`src/rtl/cpu_types_pkg.sv`:
```
// Shared CPU types: machine word, instruction-cache frame layout and sizing.
//   word_t          32-bit machine word
//   icache_frame_t  one direct-mapped frame {valid, tag, data}
//   icache_state_t  fill controller states
package cpu_types_pkg;

  localparam int unsigned WORD_W = 32;
  typedef logic [WORD_W-1:0] word_t;

  // Index width for a frame count (frame counts are powers of two).
  function automatic int unsigned icache_idx_w(input int unsigned nsets);
    return $clog2(nsets);
  endfunction

  localparam int unsigned ICACHE_NSETS = 16;
  localparam int unsigned ICACHE_IDX_W = icache_idx_w(ICACHE_NSETS);
  // Tag field sized for the smallest legal cache (2 frames); narrower tags zero-extend.
  localparam int unsigned ICACHE_TAG_W = WORD_W - 2 - 1;

  typedef struct packed {
    logic                    valid;
    logic [ICACHE_TAG_W-1:0] tag;
    word_t                   data;
  } icache_frame_t;

  typedef enum logic {
    IDLE = 1'b0,
    FILL = 1'b1
  } icache_state_t;

endpackage

```
`src/rtl/icache.sv`:
```
// Direct-mapped, one-word-per-frame instruction cache.
//   CLK, nRST            clock, async active-low reset
//   imemREN, imemaddr    fetch request / byte address from fetch stage
//   flush                invalidate every frame (also abandons a fill)
//   ihit, imemload       combinational hit flag and instruction word
//   iREN, iaddr          read request/address to memory controller (FILL only)
//   iwait, iload         memory busy flag and read data
//   hitcnt, misscnt      wrapping performance counters
module icache
  import cpu_types_pkg::*;
#(
  parameter int unsigned NSETS = ICACHE_NSETS
) (
  input  logic  CLK,
  input  logic  nRST,
  input  logic  imemREN,
  input  word_t imemaddr,
  input  logic  flush,
  output logic  ihit,
  output word_t imemload,
  output logic  iREN,
  output word_t iaddr,
  input  logic  iwait,
  input  word_t iload,
  output word_t hitcnt,
  output word_t misscnt
);

  localparam int unsigned IDX_W = icache_idx_w(NSETS);
  localparam int unsigned TAG_W = WORD_W - 2 - IDX_W;

  icache_state_t state_q, state_d;
  word_t         miss_addr_q, miss_addr_d;
  word_t         hitcnt_q, hitcnt_d;
  word_t         misscnt_q, misscnt_d;
  icache_frame_t frames_q [NSETS];

  logic [IDX_W-1:0]        req_idx, fill_idx;
  logic [ICACHE_TAG_W-1:0] req_tag, fill_tag;
  icache_frame_t           req_frame;
  logic                    lookup_hit;
  logic                    frame_we;
  logic [1:0]              unused_byte_sel;

  // Address split for the live lookup and for the latched miss.
  assign req_idx         = imemaddr[2 +: IDX_W];
  assign req_tag         = ICACHE_TAG_W'(imemaddr[WORD_W-1 -: TAG_W]);
  assign fill_idx        = miss_addr_q[2 +: IDX_W];
  assign fill_tag        = ICACHE_TAG_W'(miss_addr_q[WORD_W-1 -: TAG_W]);
  assign unused_byte_sel = imemaddr[1:0];

  assign req_frame  = frames_q[req_idx];
  assign lookup_hit = req_frame.valid && (req_frame.tag == req_tag);

  assign hitcnt  = hitcnt_q;
  assign misscnt = misscnt_q;

  // Next-state, counter and memory-port decode.
  always_comb begin
    state_d     = state_q;
    miss_addr_d = miss_addr_q;
    hitcnt_d    = hitcnt_q;
    misscnt_d   = misscnt_q;
    ihit        = 1'b0;
    imemload    = '0;
    iREN        = 1'b0;
    iaddr       = '0;
    frame_we    = 1'b0;
    case (state_q)
      IDLE: begin
        if (imemREN && !flush) begin
          if (lookup_hit) begin
            ihit     = 1'b1;
            imemload = req_frame.data;
            hitcnt_d = hitcnt_q + 32'd1;
          end else begin
            miss_addr_d = imemaddr;
            misscnt_d   = misscnt_q + 32'd1;
            state_d     = FILL;
          end
        end
      end
      FILL: begin
        iREN  = 1'b1;
        iaddr = miss_addr_q;
        // flush outranks a completing read: the fill is dropped unwritten.
        if (flush) begin
          state_d = IDLE;
        end else if (!iwait) begin
          frame_we = 1'b1;
          state_d  = IDLE;
        end
      end
      default: state_d = IDLE;
    endcase
  end

  // Controller state and counters.
  always_ff @(posedge CLK or negedge nRST) begin
    if (!nRST) begin
      state_q     <= IDLE;
      miss_addr_q <= '0;
      hitcnt_q    <= '0;
      misscnt_q   <= '0;
    end else begin
      state_q     <= state_d;
      miss_addr_q <= miss_addr_d;
      hitcnt_q    <= hitcnt_d;
      misscnt_q   <= misscnt_d;
    end
  end

  // Frame storage: only valid bits are reset; tag/data are gated by valid.
  always_ff @(posedge CLK or negedge nRST) begin
    if (!nRST) begin
      for (int i = 0; i < int'(NSETS); i++) frames_q[i].valid <= 1'b0;
    end else if (flush) begin
      for (int i = 0; i < int'(NSETS); i++) frames_q[i].valid <= 1'b0;
    end else if (frame_we) begin
      frames_q[fill_idx] <= '{valid: 1'b1, tag: fill_tag, data: iload};
    end
  end

endmodule

```
`config.mk`:
```
export PLATFORM = sky130hd
export DESIGN_NAME = icache
export DESIGN_NICKNAME = d
export VERILOG_FILES = /design/src/rtl/cpu_types_pkg.sv /design/src/rtl/icache.sv
export SDC_FILE = /design/constraint.sdc
export NUM_CORES = 1
export LEC_CHECK = 0
export BUFFER_PORTS_ARGS = -buffer_cell sky130_fd_sc_hd__buf_2
export CORE_ASPECT_RATIO = 1.75
export CORE_MARGIN = 8
export CORE_UTILIZATION = 30
export DETAILED_ROUTE_END_ITERATION = 10
export PLACE_DENSITY = 0.54
export SYNTH_ARGS = -nofsm -noshare
export SYNTH_HDL_FRONTEND = slang
export SYNTH_SLANG_ARGS = --single-unit
```
`constraint.sdc`:
```
create_clock -name CLK -period 5.6 [get_ports CLK]
set_input_delay 0.84 -clock CLK [delete_from_list [all_inputs] [get_ports CLK]]
set_output_delay 0.84 -clock CLK [all_outputs]
set_load 0.005 [all_outputs]
```
==> impl_metrics.toml, run 1 <==
[global_routing]
antenna_found_initial = 24
grt_pass1_vias = 22200
grt_pass1_wl_um = 157000
grt_max_degree = 70
overflow = 0
grtUsageTotal = 0.142

[worst_setup_path]
max_stage_delay_ns = 0.49
worstSetupStartpointType = "input pin"
rr_worst_depth = 9
ff2ff_setup_slack_ns = 2.06
path_class = "input pin to output pin"
path_buf_inv = 4
crit_chain = "buf_8 -> buf_4 -> mux4_2 -> a22oi_1 -> o21ai_0 -> xor2_1 -> or4_4 -> nor4_2 -> nand4_1 -> buf_4 -> nor2b_1 -> buf_2"
crit_fanout = 52
path_depth = 12
r2r_end = "hitcnt[11]"
r2r-start = "frames_q[862]"
cp-end-kind = "output pin"
required_ns = 4.76
slowest_stage = "buf_4"
crit_arrival_ns = 4.31
crit_family = "buffers and inverters"
crit_top_cell = "buf_4"

[clock_tree]
cts_made_buffers = 101
post_cts_resized = 0
cts_tree = "done"
insertion_delay_ns = 0.70
cts_htree_levels = 3
ctsHoldBuffers = 0
clockRootBuffer = "clkbuf_16"
cts.clk_slew.worst_paths_ns = 0.06
cts_sinks = 1041
post_cts_buffers = 0
cts_buffer_depth = 3

[finish]
multi_input_area_um2 = 10100
final_common_cell = "edfxtp_1"
mostFrequentLayoutCells = "928 x edfxtp_1, 224 x mux4_2, 194 x buf_2, 112 x dfrtp_1, 101 x clkbuf_16"
nFillCells = 12700
area_growth_pct = 16.7
seqCellArea_um2 = 30700
fin_nets = 2381
drive_above_1_share = 0.301

[place]
dpl_worst_slack_ns = 0.415
gp_congestion = 0.797
io_buffers = 198
dp_hpwl_um = 64800

[sta]
max_clock_freq_mhz = 194
setup_tns_ns = 0
min_period_ns = 5.15
fin_crit_sh = 0.920
final.setup.worst_slack_ns = 0.450
rsz0062_at_grt = "false"
worst_pin_slew_ns = 1.12
setup_viol = 0
final-hold-violation-count = 0
fin_skew_ns = 0.0317
drv_slew = 0
maxSlewHeadroom = 0.252

[routing]
vias = 21000
dr.max_layer_used = "met5"
wl_met2_um = 54800
finalWirelength_um = 109000
drt-initial-drc-count = 1707
postRouteAntennaNets = 0
routedWlPerCell_um = 25.8
wl_met3_um = 6560
via_per_inst = 4.97
drt_pre_antenna_iters = 5
drc_errors = 0
met1Wirelength_um = 44300

[floorplanning]
row_count = 180
fp.dieH_um = 507
dieArea_um2 = 150000
initial_core_util = 0.301
boundaryPins = 199
core_area_um2 = 137000
die_x_um = 297

[logic_synthesis]
syn_area_um2 = 41300
yosysWarnings = 0
syn_inst = 2039
yosys.area.top_type = "edfxtp_1"
seq_area_frac_synth = 0.743
ys_types = 58
syn_nets = 2110
avgSynthCellArea_um2 = 20.3
async_flop_share = 0.109
synth_edf_count = 928
netlist_top_cells_area = "edfxtp_1 67%, mux4_2 12%, dfrtp_1 6.8%"
yosys_register_bits = 1041
synth_top_area_share = 0.674
synthFlopType = "edfxtp_1"

[power_and_ir_drop]
p_per_area_nw_per_um2 = 344
peakVddDrop_v = 0.000232
seqPwrFrac = 0.538
power_frac_comb = 0.052
p_sw_frac = 0.220
p_switching_w = 0.00366
intPower_w = 0.0130
clkPwrFrac = 0.410
p_leak_nw = 16.4

[job]
maxCapViolCount = 0

[hold_path]
min_path_type = "input pin to async pin"

[run_status]
run_status = "completed"
[kinds of logic (layout without fill, tap and decap cells)]
family / Yosys count / after routing / synth area share
AO/OA/AOI/OAI: 104 / 104 / 0.0193
XOR/XNOR: 89 / 89 / 0.0189
adder cells (fa/ha/maj): 2 / 2 / 0.000605
buffers and inverters: 118 / 473 / 0.0150
flip-flops: 1041 / 1041 / 0.743
multiplexers: 375 / 375 / 0.162
other: 0 / 5 / 0
AND/OR/NAND/NOR: 310 / 310 / 0.0418
[worst max-delay path by stage]
stage	from	endpoint
floorplan	imemaddr[2]	imemload[22]
global placement	imemaddr[3]	imemload[26]
detailed placement	imemaddr[3]	imemload[26]
CTS	imemaddr[3]	imemload[26]
global route	imemaddr[4]	imemload[29]
finish	imemaddr[4]	imemload[26]
[cells in the mapped netlist, types with 38 or more instances]
cell type / number
and2_1: 39
clkbuf_1: 38
dfrtp_1: 113
edfxtp_1: 928
mux2_2: 40
mux2i_1: 100
mux4_2: 224
nand2_1: 39
nand3_1: 39
nor2_1: 55
nor2b_1: 41
xor2_1: 64
[power groups by stage]
stage	Sequential, W	Clock [W]	Combinational (W)
final	0.00894	0.00680	0.000871
after floorplan	0.00899	0	0.000524
after CTS	0.00894	0.00695	0.000893
after global routing	0.00897	0.00722	0.000942
after detailed placement	0.00910	0	0.000890
after global placement	0.00908	0	0.000876
[routing by layer]
| layer | up-vias | GRT usage |
|---|---|---|
| met5 | - | 0 |
| met2 | 700 | 0.245 |
| met3 | 174 | 0.0245 |
| met4 | 16 | 0.0454 |
| li1 | 8851 | - |
| met1 | 11200 | 0.182 |
[state kept, by name, indices dropped and copies added (netlist names)]
name	cells
miss_addr_q	32
frames_q	944
state_q	1
hitcnt	32
misscnt	32
[final cells by class]
class / instances / area share
multi-input combinational: 880 / 0.210
clock buffer: 129 / 0.0552
tap: 1820 / 0.0472
inverter: 15 / 0.00119
clock inverter: 58 / 0.0129
antenna: 5 / 0.000259
timing repair buffer: 271 / 0.0367
sequential: 1041 / 0.636
[metrics by stage]
step           total power, W  utilization  instance area, µm²  hold slack [ns]  cells
3_3_place_gp          0.00996        0.328               44900            0.453   4027
2_1_floorplan         0.00951            -               41300            0.449   2039
3_5_place_dp          0.00999        0.328               44900            0.454   4027
4_1_cts                0.0168        0.352               48200            0.145   4214
5_1_grt                0.0171        0.352               48200            0.209   4215
6_report               0.0166        0.352               48200            0.168   4219
(Power assumes the default switching activity.)
==> inputs of run 2 (changes only) <==
--- a/config.mk
+++ b/config.mk
@@ -9,8 +9,9 @@
 export CORE_ASPECT_RATIO = 1.75
 export CORE_MARGIN = 8
 export CORE_UTILIZATION = 30
+export CTS_CLUSTER_SIZE = 20
 export DETAILED_ROUTE_END_ITERATION = 10
-export PLACE_DENSITY = 0.54
+export PLACE_DENSITY_LB_ADDON = 0.2
 export SYNTH_ARGS = -nofsm -noshare
 export SYNTH_HDL_FRONTEND = slang
 export SYNTH_SLANG_ARGS = --single-unit
==> run 2 against run 1 <==
Combinational power grew 2.4%. Via count down 0.25%. Die area did not move. Core utilization hardly changed. Clock power barely moved. Global-route usage rose by 0.63 points. Flip-flop and latch count is the same. Clock-buffer cell count rose by 5. Register-to-register slack got worse by 0.20 ns. Worst hold slack got worse by 0.011 ns. Setup slack worse by 0.17 ns.
==> impl_metrics.toml, run 2 (synthesis gave the netlist of run 1 again) <==
[routing]
vias = 20900
drc_errors = 0
routedWlPerCell_um = 26.7
drt_pre_antenna_iters = 5
postRouteAntennaNets = 0
finalWirelength_um = 113000
via_per_inst = 4.95
drt-initial-drc-count = 1609

[power_and_ir_drop]
p_per_area_nw_per_um2 = 346
seqPwrFrac = 0.536
p_switching_w = 0.00377
p_leak_nw = 16.4
power_w = 0.0166
clkPwrFrac = 0.410
power_frac_comb = 0.054
p_sw_frac = 0.226
peakVddDrop_v = 0.000259
intPower_w = 0.0129

[place]
gp_congestion = 0.741
dpl_worst_slack_ns = 0.310
io_buffers = 198
dp_hpwl_um = 65100

[sta]
drv_slew = 0
setup_viol = 0
hold_slack_ns = 0.157
rsz0062_at_grt = "false"
final-hold-violation-count = 0
max_clock_freq_mhz = 188
min_period_ns = 5.32
final.setup.worst_slack_ns = 0.279
fin_crit_sh = 0.950
maxSlewHeadroom = 0.249
setup_tns_ns = 0
worst_pin_slew_ns = 1.12
fin_skew_ns = 0.0388

[worst_setup_path]
crit_fanout = 68
required_ns = 4.76
cp-end-kind = "output pin"
path_class = "input pin to output pin"
worstSetupStartpointType = "input pin"
crit_arrival_ns = 4.48

[global_routing]
grt_max_degree = 69
overflow = 0
grt_pass1_wl_um = 162000
antenna_found_initial = 17
grtUsageTotal = 0.149
grt_pass1_vias = 22500

[floorplanning]
row_count = 180
die_x_um = 297
boundaryPins = 199
core_area_um2 = 137000
initial_core_util = 0.301
dieArea_um2 = 150000
fp.dieH_um = 507

[clock_tree]
cts.clk_slew.worst_paths_ns = 0.06
post_cts_buffers = 0
cts_sinks = 1041
cts_made_buffers = 103
ctsHoldBuffers = 0
post_cts_resized = 0
cts_buffer_depth = 3
clockRootBuffer = "clkbuf_16"
cts_htree_levels = 3
cts_tree = "done"
insertion_delay_ns = 0.71

[job]
maxCapViolCount = 0

[finish]
largest_reg_flops = 944
final_common_cell = "edfxtp_1"
multi_input_area_um2 = 10100
seqCellArea_um2 = 30700
finalCoreUtilization = 0.351
regMostFlops = "frames_q"
mostFrequentLayoutCells = "928 x edfxtp_1, 224 x mux4_2, 194 x buf_2, 112 x dfrtp_1, 104 x clkbuf_16"
drive_above_1_share = 0.300
area_growth_pct = 16.5
nFillCells = 12800
fin_nets = 2382

[run_status]
run_status = "completed"

[hold_path]
min_path_type = "input pin to async pin"
## run 2: critical path, cell delays in order
cell and delay (ns):
buf_8 0.49, mux4_2 0.62, mux2i_1 0.20, mux2i_1 0.12, xnor2_1 0.60, nand4_1 0.31, nor4_1 0.27, nand4_1 0.28
buf_12 0.29, nor2b_1 0.18, buf_2 0.14
## run 2: metal layers
layer  up-vias  track usage  share of wire
met2       602        0.248           0.50
met5         -            0        0.00061
met3       161       0.0239          0.053
met4        12       0.0511          0.028
met1     11300        0.195           0.42
li1       8841            -              -
## run 2: power groups by stage
stage	sequential, W	combinational [W]	clock, W
2_1_floorplan	0.00899	0.000524	0
3_3_place_gp	0.00908	0.000905	0
3_5_place_dp	0.00910	0.000917	0
4_1_cts	0.00893	0.000921	0.00702
5_1_grt	0.00895	0.000966	0.00729
6_report	0.00893	0.000892	0.00682
## run 2: path summary, 6_finish.rpt
check / from / end / slack, ns / cells after the start
min in group CLK: imemaddr[0] / miss_addr_q[0] / 0.39 / 2
min reg2reg: misscnt[31] / misscnt[31] / 0.47 / 1
max reg2reg: frames_q[101] / miss_addr_q[25] / 1.86 / 10
min: nRST / miss_addr_q[30] / 0.16 / 1
max in group asynchronous: nRST / miss_addr_q[28] / 4.10 / 2
max: imemaddr[4] / imemload[28] / 0.28 / 11
## run 2: through the flow
stage	instance area [µm²]	instances
floorplan	41300	2039
global placement	44800	4026
detailed placement	44800	4026
CTS	48100	4215
global route	48100	4216
finish	48200	4223
## run 2: cell type report
class	instances	share of cell area
multi-input combinational	880	0.210
inverter	15	0.00120
timing repair buffer	270	0.0348
clock inverter	55	0.0115
antenna	8	0.000416
sequential	1041	0.637
tap	1820	0.0473
clock buffer	134	0.0570
